$ cat config.mk
export PLATFORM = sky130hd
export DESIGN_NAME = line_uart_sender
export DESIGN_NICKNAME = d
export VERILOG_FILES = /design/src/rtl/line_uart_sender_pkg.sv /design/src/rtl/uart_byte_tx.sv /design/src/rtl/line_uart_sender.sv
export SDC_FILE = /design/constraint.sdc
export NUM_CORES = 2
export LEC_CHECK = 0
export ABC_AREA = 1
export BUFFER_PORTS_ARGS = -buffer_cell sky130_fd_sc_hd__buf_2
export CAP_MARGIN = 15
export CORE_MARGIN = 3
export CORE_UTILIZATION = 57
export DETAILED_ROUTE_END_ITERATION = 10
export PLACE_DENSITY_LB_ADDON = 0.05
export SETUP_SLACK_MARGIN = 0.2
export SLEW_MARGIN = 25
export SYNTH_ARGS = -nofsm -noshare
export SYNTH_HDL_FRONTEND = slang
export SYNTH_HIERARCHICAL = 1
export SYNTH_SLANG_ARGS = --single-unit
$ cat constraint.sdc
create_clock -name clk -period 2 [get_ports clk]
set_input_delay 0.4 -clock clk [delete_from_list [all_inputs] [get_ports clk]]
set_output_delay 0.4 -clock clk [all_outputs]
set_load 0.05 [all_outputs]
$ cat src/rtl/line_uart_sender_pkg.sv
`default_nettype none
// ============================================================================
// line_uart_sender_pkg : UART framing constants, FSM encoding, baud helper
// Rev 1.0
// ============================================================================
package line_uart_sender_pkg;

    localparam int DATA_BITS = 8;
    localparam int STOP_BITS = 1;

    typedef enum logic [2:0] {
        S_IDLE  = 3'd0,
        S_SKIP  = 3'd1,
        S_FETCH = 3'd2,
        S_START = 3'd3,
        S_DATA  = 3'd4,
        S_STOP  = 3'd5,
        S_FIN   = 3'd6
    } state_t;

    function automatic int clks_per_bit(input int clk_freq, input int baud);
        return clk_freq / baud;
    endfunction

endpackage
`default_nettype wire

$ cat src/rtl/uart_byte_tx.sv
`default_nettype none
// ============================================================================
// uart_byte_tx : one 8N1 frame per start strobe; owns baud counter and bit order
// Rev 1.0
// ============================================================================
module uart_byte_tx
    import line_uart_sender_pkg::*;
#(
    parameter int CLKS_PER_BIT = 434
) (
    input  logic       clk,
    input  logic       rst_n,
    input  logic [7:0] byte_i,
    input  logic       start_i,
    output logic       tx_busy_o,
    output logic       tx_done_o,
    output logic       uart_tx_o
);

    localparam int               CNT_W     = (CLKS_PER_BIT > 1) ? $clog2(CLKS_PER_BIT) : 1;
    localparam logic [CNT_W-1:0] CNT_LAST  = CNT_W'(CLKS_PER_BIT - 1);
    localparam logic [2:0]       BIT_LAST  = 3'(DATA_BITS - 1);
    localparam logic [2:0]       STOP_LAST = 3'(STOP_BITS - 1);

    state_t           state_q, state_d;
    logic [CNT_W-1:0] cnt_q, cnt_d;
    logic [2:0]       bit_q, bit_d;
    logic [7:0]       data_q, data_d;
    logic             tx_q, tx_d;
    logic             w_last;

    always_comb begin
        state_d   = state_q;
        cnt_d     = cnt_q;
        bit_d     = bit_q;
        data_d    = data_q;
        tx_done_o = 1'b0;
        tx_d      = 1'b1;
        w_last    = (cnt_q == CNT_LAST);
        case (state_q)
            S_IDLE: begin
                if (start_i) begin
                    state_d = S_START;
                    cnt_d   = '0;
                    data_d  = byte_i;
                end
            end
            S_START: begin
                if (w_last) begin
                    state_d = S_DATA;
                    cnt_d   = '0;
                    bit_d   = '0;
                end else begin
                    cnt_d = cnt_q + 1'b1;
                end
            end
            S_DATA: begin
                if (w_last) begin
                    cnt_d  = '0;
                    data_d = {1'b0, data_q[7:1]};
                    if (bit_q == BIT_LAST) begin
                        state_d = S_STOP;
                        bit_d   = '0;
                    end else begin
                        bit_d = bit_q + 1'b1;
                    end
                end else begin
                    cnt_d = cnt_q + 1'b1;
                end
            end
            S_STOP: begin
                if (w_last) begin
                    cnt_d = '0;
                    if (bit_q == STOP_LAST) begin
                        state_d   = S_IDLE;
                        tx_done_o = 1'b1;
                    end else begin
                        bit_d = bit_q + 1'b1;
                    end
                end else begin
                    cnt_d = cnt_q + 1'b1;
                end
            end
            default: state_d = S_IDLE;
        endcase
        // Pin level is registered from the next state so it changes on the bit boundary.
        case (state_d)
            S_START: tx_d = 1'b0;
            S_DATA:  tx_d = data_d[0];
            default: tx_d = 1'b1;
        endcase
    end

    always_ff @(posedge clk or negedge rst_n) begin
        if (!rst_n) begin
            state_q <= S_IDLE;
            cnt_q   <= '0;
            bit_q   <= '0;
            data_q  <= '0;
            tx_q    <= 1'b1;
        end else begin
            state_q <= state_d;
            cnt_q   <= cnt_d;
            bit_q   <= bit_d;
            data_q  <= data_d;
            tx_q    <= tx_d;
        end
    end

    assign tx_busy_o = (state_q != S_IDLE);
    assign uart_tx_o = tx_q;

endmodule
`default_nettype wire

$ cat src/rtl/line_uart_sender.sv
`default_nettype none
// ============================================================================
// line_uart_sender : sends a NUL-terminated packed ASCII line as 8N1 bytes
// Rev 1.0
// ============================================================================
module line_uart_sender
    import line_uart_sender_pkg::*;
#(
    parameter int CLK_FREQ   = 50_000_000,
    parameter int BAUD       = 115200,
    parameter int LINE_BYTES = 82
) (
    input  logic                    clk,
    input  logic                    rst_n,
    input  logic [8*LINE_BYTES-1:0] line_i,
    input  logic                    send_i,
    output logic                    busy_o,
    output logic                    done_o,
    output logic                    uart_tx_o
);

    localparam int               CLKS_PER_BIT = clks_per_bit(CLK_FREQ, BAUD);
    localparam int               LINE_W       = 8 * LINE_BYTES;
    localparam int               IDX_W        = $clog2(LINE_BYTES + 1);
    localparam logic [IDX_W-1:0] IDX_LAST     = IDX_W'(LINE_BYTES - 1);
    localparam logic [IDX_W-1:0] IDX_END      = IDX_W'(LINE_BYTES);

    state_t            state_q, state_d;
    logic [LINE_W-1:0] line_q, line_d;
    logic [IDX_W-1:0]  idx_q, idx_d;
    logic [7:0]        w_top;
    logic              w_tx_start;
    logic              w_tx_busy;
    logic              w_tx_done;

    assign w_top = line_q[LINE_W-1 -: 8];

    // The controller parks in S_START for the whole frame; the byte
    // transmitter does the actual start/data/stop sequencing.
    always_comb begin
        state_d    = state_q;
        line_d     = line_q;
        idx_d      = idx_q;
        w_tx_start = 1'b0;
        case (state_q)
            S_IDLE: begin
                if (send_i) begin
                    line_d  = line_i;
                    idx_d   = '0;
                    state_d = S_SKIP;
                end
            end
            S_SKIP: begin
                if (w_top != 8'h00) begin
                    state_d = S_FETCH;
                end else if (idx_q < IDX_LAST) begin
                    line_d = {line_q[LINE_W-9:0], 8'h00};
                    idx_d  = idx_q + 1'b1;
                end else begin
                    state_d = S_FIN;
                end
            end
            S_FETCH: begin
                if (idx_q == IDX_END || w_top == 8'h00) begin
                    state_d = S_FIN;
                end else if (!w_tx_busy) begin
                    w_tx_start = 1'b1;
                    line_d     = {line_q[LINE_W-9:0], 8'h00};
                    idx_d      = idx_q + 1'b1;
                    state_d    = S_START;
                end
            end
            S_START: begin
                if (w_tx_done) begin
                    state_d = S_FETCH;
                end
            end
            S_FIN:   state_d = S_IDLE;
            default: state_d = S_IDLE;
        endcase
    end

    always_ff @(posedge clk or negedge rst_n) begin
        if (!rst_n) begin
            state_q <= S_IDLE;
            line_q  <= '0;
            idx_q   <= '0;
        end else begin
            state_q <= state_d;
            line_q  <= line_d;
            idx_q   <= idx_d;
        end
    end

    assign busy_o = (state_q != S_IDLE) && (state_q != S_FIN);
    assign done_o = (state_q == S_FIN);

    uart_byte_tx #(
        .CLKS_PER_BIT (CLKS_PER_BIT)
    ) u_byte_tx (
        .clk       (clk),
        .rst_n     (rst_n),
        .byte_i    (w_top),
        .start_i   (w_tx_start),
        .tx_busy_o (w_tx_busy),
        .tx_done_o (w_tx_done),
        .uart_tx_o (uart_tx_o)
    );

endmodule
`default_nettype wire

==> run_summary.xml <==
<?xml version="1.0" encoding="UTF-8"?>
<metrics>
  <group name="clocking">
    <metric name="cts_tree" unit="">yes</metric>
    <metric name="clk-insertion-delay-late" unit="ns">0.63</metric>
    <metric name="clkSlewWorstSetupHoldPaths" unit="ns">0.07</metric>
    <metric name="ctsRootBufferMaster" unit="">clkbuf_16</metric>
    <metric name="clock_sink_count" unit="">690</metric>
    <metric name="h-tree-depth" unit="">3</metric>
    <metric name="tritoncts.num_buffers" unit="">73</metric>
    <metric name="cts-root-to-sink-buffers" unit="">3</metric>
  </group>
  <group name="outcome">
    <metric name="run_status" unit="">finished, violations left</metric>
    <metric name="violations" unit="">negative setup slack</metric>
  </group>
  <group name="placement">
    <metric name="gp_routability_congestion" unit="">0.908</metric>
    <metric name="place.port_buffers" unit="">661</metric>
    <metric name="dp.final_hpwl" unit="mm">77.9</metric>
  </group>
  <group name="pwr">
    <metric name="power.share.sequential" unit="">0.481</metric>
    <metric name="p_switching" unit="mW">6.49</metric>
    <metric name="power.clock.fraction" unit="">0.481</metric>
    <metric name="total_leakage_power" unit="nW">28.9</metric>
    <metric name="ir_worst_vdd" unit="V">0.000559</metric>
    <metric name="share_comb_of_total_power" unit="">0.038</metric>
    <metric name="power_density" unit="nW/um^2">607</metric>
    <metric name="cell_internal_pwr" unit="mW">22.5</metric>
    <metric name="switching_share" unit="">0.224</metric>
  </group>
  <group name="sta">
    <metric name="fin_setup_tns" unit="ns">-1.99</metric>
    <metric name="timing_hold_violations_final" unit="">0</metric>
    <metric name="fin_worst_skew" unit="ns">0.0239</metric>
    <metric name="layout_setup_ws" unit="ns">-0.0534</metric>
    <metric name="rsz_0062_raised_after_global_routing" unit="">true</metric>
    <metric name="tightestPinTransition" unit="ns">0.392</metric>
    <metric name="fmax" unit="MHz">487</metric>
    <metric name="finalCritPeriodShare" unit="">1.03</metric>
    <metric name="finalMaxSlewViolations" unit="">0</metric>
    <metric name="timing.slew.headroom" unit="">0.739</metric>
    <metric name="finalCriticalPeriod" unit="ns">2.05</metric>
    <metric name="setup_viol" unit="">125</metric>
  </group>
  <group name="synth">
    <metric name="ys_seq_area_frac" unit="">0.482</metric>
    <metric name="post-synth-top-area-fraction" unit="">0.481</metric>
    <metric name="count_of_cell_types_in_the_netlist" unit="">31</metric>
    <metric name="synth_top_cell_by_area" unit="">dfrtp_1</metric>
    <metric name="yosys_warnings" unit="">6</metric>
    <metric name="synth.top_cells.by_area" unit="">dfrtp_1 48%, nand2_1 35%, nand3_1 9.7%</metric>
    <metric name="cell_count_after_synthesis" unit="">5241</metric>
    <metric name="postSynthRegisterBits" unit="">690</metric>
    <metric name="synth.net_count" unit="">5907</metric>
    <metric name="syn_area" unit="um^2">35800</metric>
    <metric name="syn-mean-instance-area" unit="um^2">6.84</metric>
  </group>
  <group name="final_layout">
    <metric name="leading_cell_type_in_the_layout_fill_and_taps_excluded" unit="">nand2_1</metric>
    <metric name="number_of_nets_in_the_final_layout" unit="">6606</metric>
    <metric name="drive_gt1_frac" unit="">0.217</metric>
    <metric name="flow.area_growth_from_synthesis" unit="%">33.3</metric>
    <metric name="n_fill_cell" unit="">4585</metric>
    <metric name="mostFrequentLayoutCells" unit="">3187 x nand2_1, 689 x nand3_1, 685 x dfrtp_1</metric>
    <metric name="finalCoreUtilization" unit="">0.771</metric>
  </group>
  <group name="detailed_routing">
    <metric name="totalWireLength" unit="mm">133</metric>
    <metric name="routed_wire_length_per_instance" unit="um">19.4</metric>
    <metric name="detail_route.iter0.violations" unit="">4401</metric>
    <metric name="num_vias" unit="">38300</metric>
    <metric name="avgViaCountPerCell" unit="">5.60</metric>
    <metric name="post-route-drc-count" unit="">0</metric>
    <metric name="detail-route-antenna-nets" unit="">0</metric>
    <metric name="detailedRoute.firstPassIterationCount" unit="">6</metric>
  </group>
  <group name="global_routing">
    <metric name="grt_antenna_before_repair" unit="">13</metric>
    <metric name="grt_util_met3" unit="">0.0701</metric>
    <metric name="grt_start_max_net_pins" unit="">101</metric>
    <metric name="grt_pass1_vias" unit="">34600</metric>
    <metric name="global_route.overflow_total" unit="">0</metric>
    <metric name="grt.total_usage" unit="">0.357</metric>
    <metric name="first_pass_grt_wire_length" unit="mm">189</metric>
    <metric name="globalRoute.busiestLayer" unit="">met2</metric>
    <metric name="grt_util_met1" unit="">0.488</metric>
    <metric name="gr-usage-met2" unit="">0.569</metric>
  </group>
  <group name="worst_hold_path">
    <metric name="worst_hold_path_type" unit="">in2reg</metric>
    <metric name="worst_hold_path.num_cells" unit="">5</metric>
    <metric name="min_from" unit="">line_i[49]</metric>
    <metric name="hold_end" unit="">line_q[49]</metric>
  </group>
  <group name="floorplanning">
    <metric name="floorplan.die.height" unit="um">257</metric>
    <metric name="initial_core_util" unit="">0.578</metric>
    <metric name="floorplan.die_area" unit="um^2">65900</metric>
    <metric name="design.portCount" unit="">662</metric>
    <metric name="die_width" unit="um">257</metric>
    <metric name="floorplan.core_area" unit="um^2">61900</metric>
    <metric name="rows" unit="">91</metric>
  </group>
  <group name="run">
    <metric name="maxCapViolCount" unit="">0</metric>
  </group>
  <group name="worst_setup_path">
    <metric name="required" unit="ns">2.51</metric>
    <metric name="worst-r2r-setup-slack" unit="ns">-0.05</metric>
    <metric name="ff2ff_path_depth" unit="">10</metric>
    <metric name="timing_worst_setup_path_type" unit="">reg2reg</metric>
    <metric name="ff_to_ff_end" unit="">line_q[44]</metric>
    <metric name="worst_setup_sp_type" unit="">flip-flop</metric>
    <metric name="reg2reg_from" unit="">state_q[1]</metric>
    <metric name="path_max_fanout" unit="">12</metric>
    <metric name="timing.critical_path.arrival" unit="ns">2.56</metric>
    <metric name="cp-end-kind" unit="">flip-flop</metric>
  </group>
</metrics>
Yosys cell counts, drive strengths merged:
library cell,n
a22o,1
o21ai,6
inv,50
and2,1
nor2,47
nand2,3345
ha,7
nand4,4
clkinv,1
o22ai,3
o211ai,1
xor2,6
nand3,699
a22oi,2
buf,282
a21oi,8
dfstp,1
dfrtp,689
nor3,5
nand3b,1
clkbuf,82
cell families after synthesis:
group / share of synthesized area
AOI/OAI and AO/OA: 0.00346
xor gates and xnor gates: 0.00147
DFF: 0.482
buffers and inverters: 0.0539
adders and majority gates: 0.00244
and+or+nand+nor: 0.457
power by group through the flow:
| stage | Clock (mW) | Combinational [mW] | Sequential, mW |
|---|---|---|---|
| floorplan | 0 | 0.00331 | 14.2 |
| global placement | 0 | 1.08 | 14.2 |
| detailed placement | 0 | 1.09 | 14.2 |
| CTS | 14.0 | 1.09 | 14.0 |
| global route | 14.6 | 1.20 | 13.9 |
| finish | 14.0 | 1.09 | 14.0 |
state kept, by name (all words and copies together), names as in the netlist:
signal	count
state_q	3
u_byte_tx/data_q	8
u_byte_tx/state_q	3
u_byte_tx/uart_tx_o	1
u_byte_tx/bit_q	3
idx_q	7
u_byte_tx/cnt_q	9
line_q	656
how the worst max path moves through the flow:
stage | from | endpoint | slack (ns) | cells after the start
finish | state_q[1] | line_q[44] | -0.05 | 10
global route | u_byte_tx/state_q[0] | line_q[63] | -0.10 | 11
CTS | state_q[0] | busy_o | 0.01 | 5
detailed placement | line_q[655] | line_q[24] | 0.02 | 9
global placement | line_q[653] | line_q[24] | 0.03 | 9
floorplan | state_q[0] | busy_o | 0.23 | 4
final cells by class:
class                           count  area, um^2  area share
Sequential cell                   690       17300       0.362
Timing Repair Buffer              987        9350       0.196
Clock inverter                     25         299     0.00626
Multi-Input combinational cell   4136       17400       0.365
Antenna cell                        4        10.0    0.000210
Timing Repair inverter              1        11.3    0.000236
Tap cell                          837        1050      0.0219
Clock buffer                      108        2120      0.0444
Inverter                           51         220     0.00461
worst max-delay path, cell delays in order (launching register included):
cell       delay (ns)
dfrtp_2          0.52
inv_2            0.12
nand4_1          0.16
nand3_2          0.14
inv_2            0.10
nand3_4          0.17
buf_12           0.21
clkbuf_16        0.20
clkbuf_16        0.20
nand2_1          0.07
nand2_1          0.05
through the flow:
step	instance area [um^2]	cells	hold slack (ns)	power, mW	setup WS [ns]
floorplan	35800	5241	0.104	14.2	0.226
global placement	40600	6521	0.270	15.3	0.0281
detailed placement	40600	6521	0.271	15.3	0.0231
CTS	45100	6737	0.0761	29.0	0.0106
global route	47700	6836	0.102	29.7	-0.100
finish	47700	6839	0.0939	29.0	-0.0534
per-layer routing:
layer  part of all wire  vias to the layer above  routed length, um
li1                   -                    17700                  -
met1               0.38                    18000              50300
met2               0.47                     2190              62300
met3               0.10                      435              13200
met4              0.050                       18               6580
met5            0.00094                        -                124
repair_timing:
action                                  CTS  global route
pin swaps                                 9            25
resized for setup                       114           284
endpoints found under the setup margin  668           690
endpoints found under the hold margin   238             0
setup buffers                            38            39
hold buffers                              1             0
gates cloned                             44            60
Note: power is estimated with default switching activity, not from simulation.
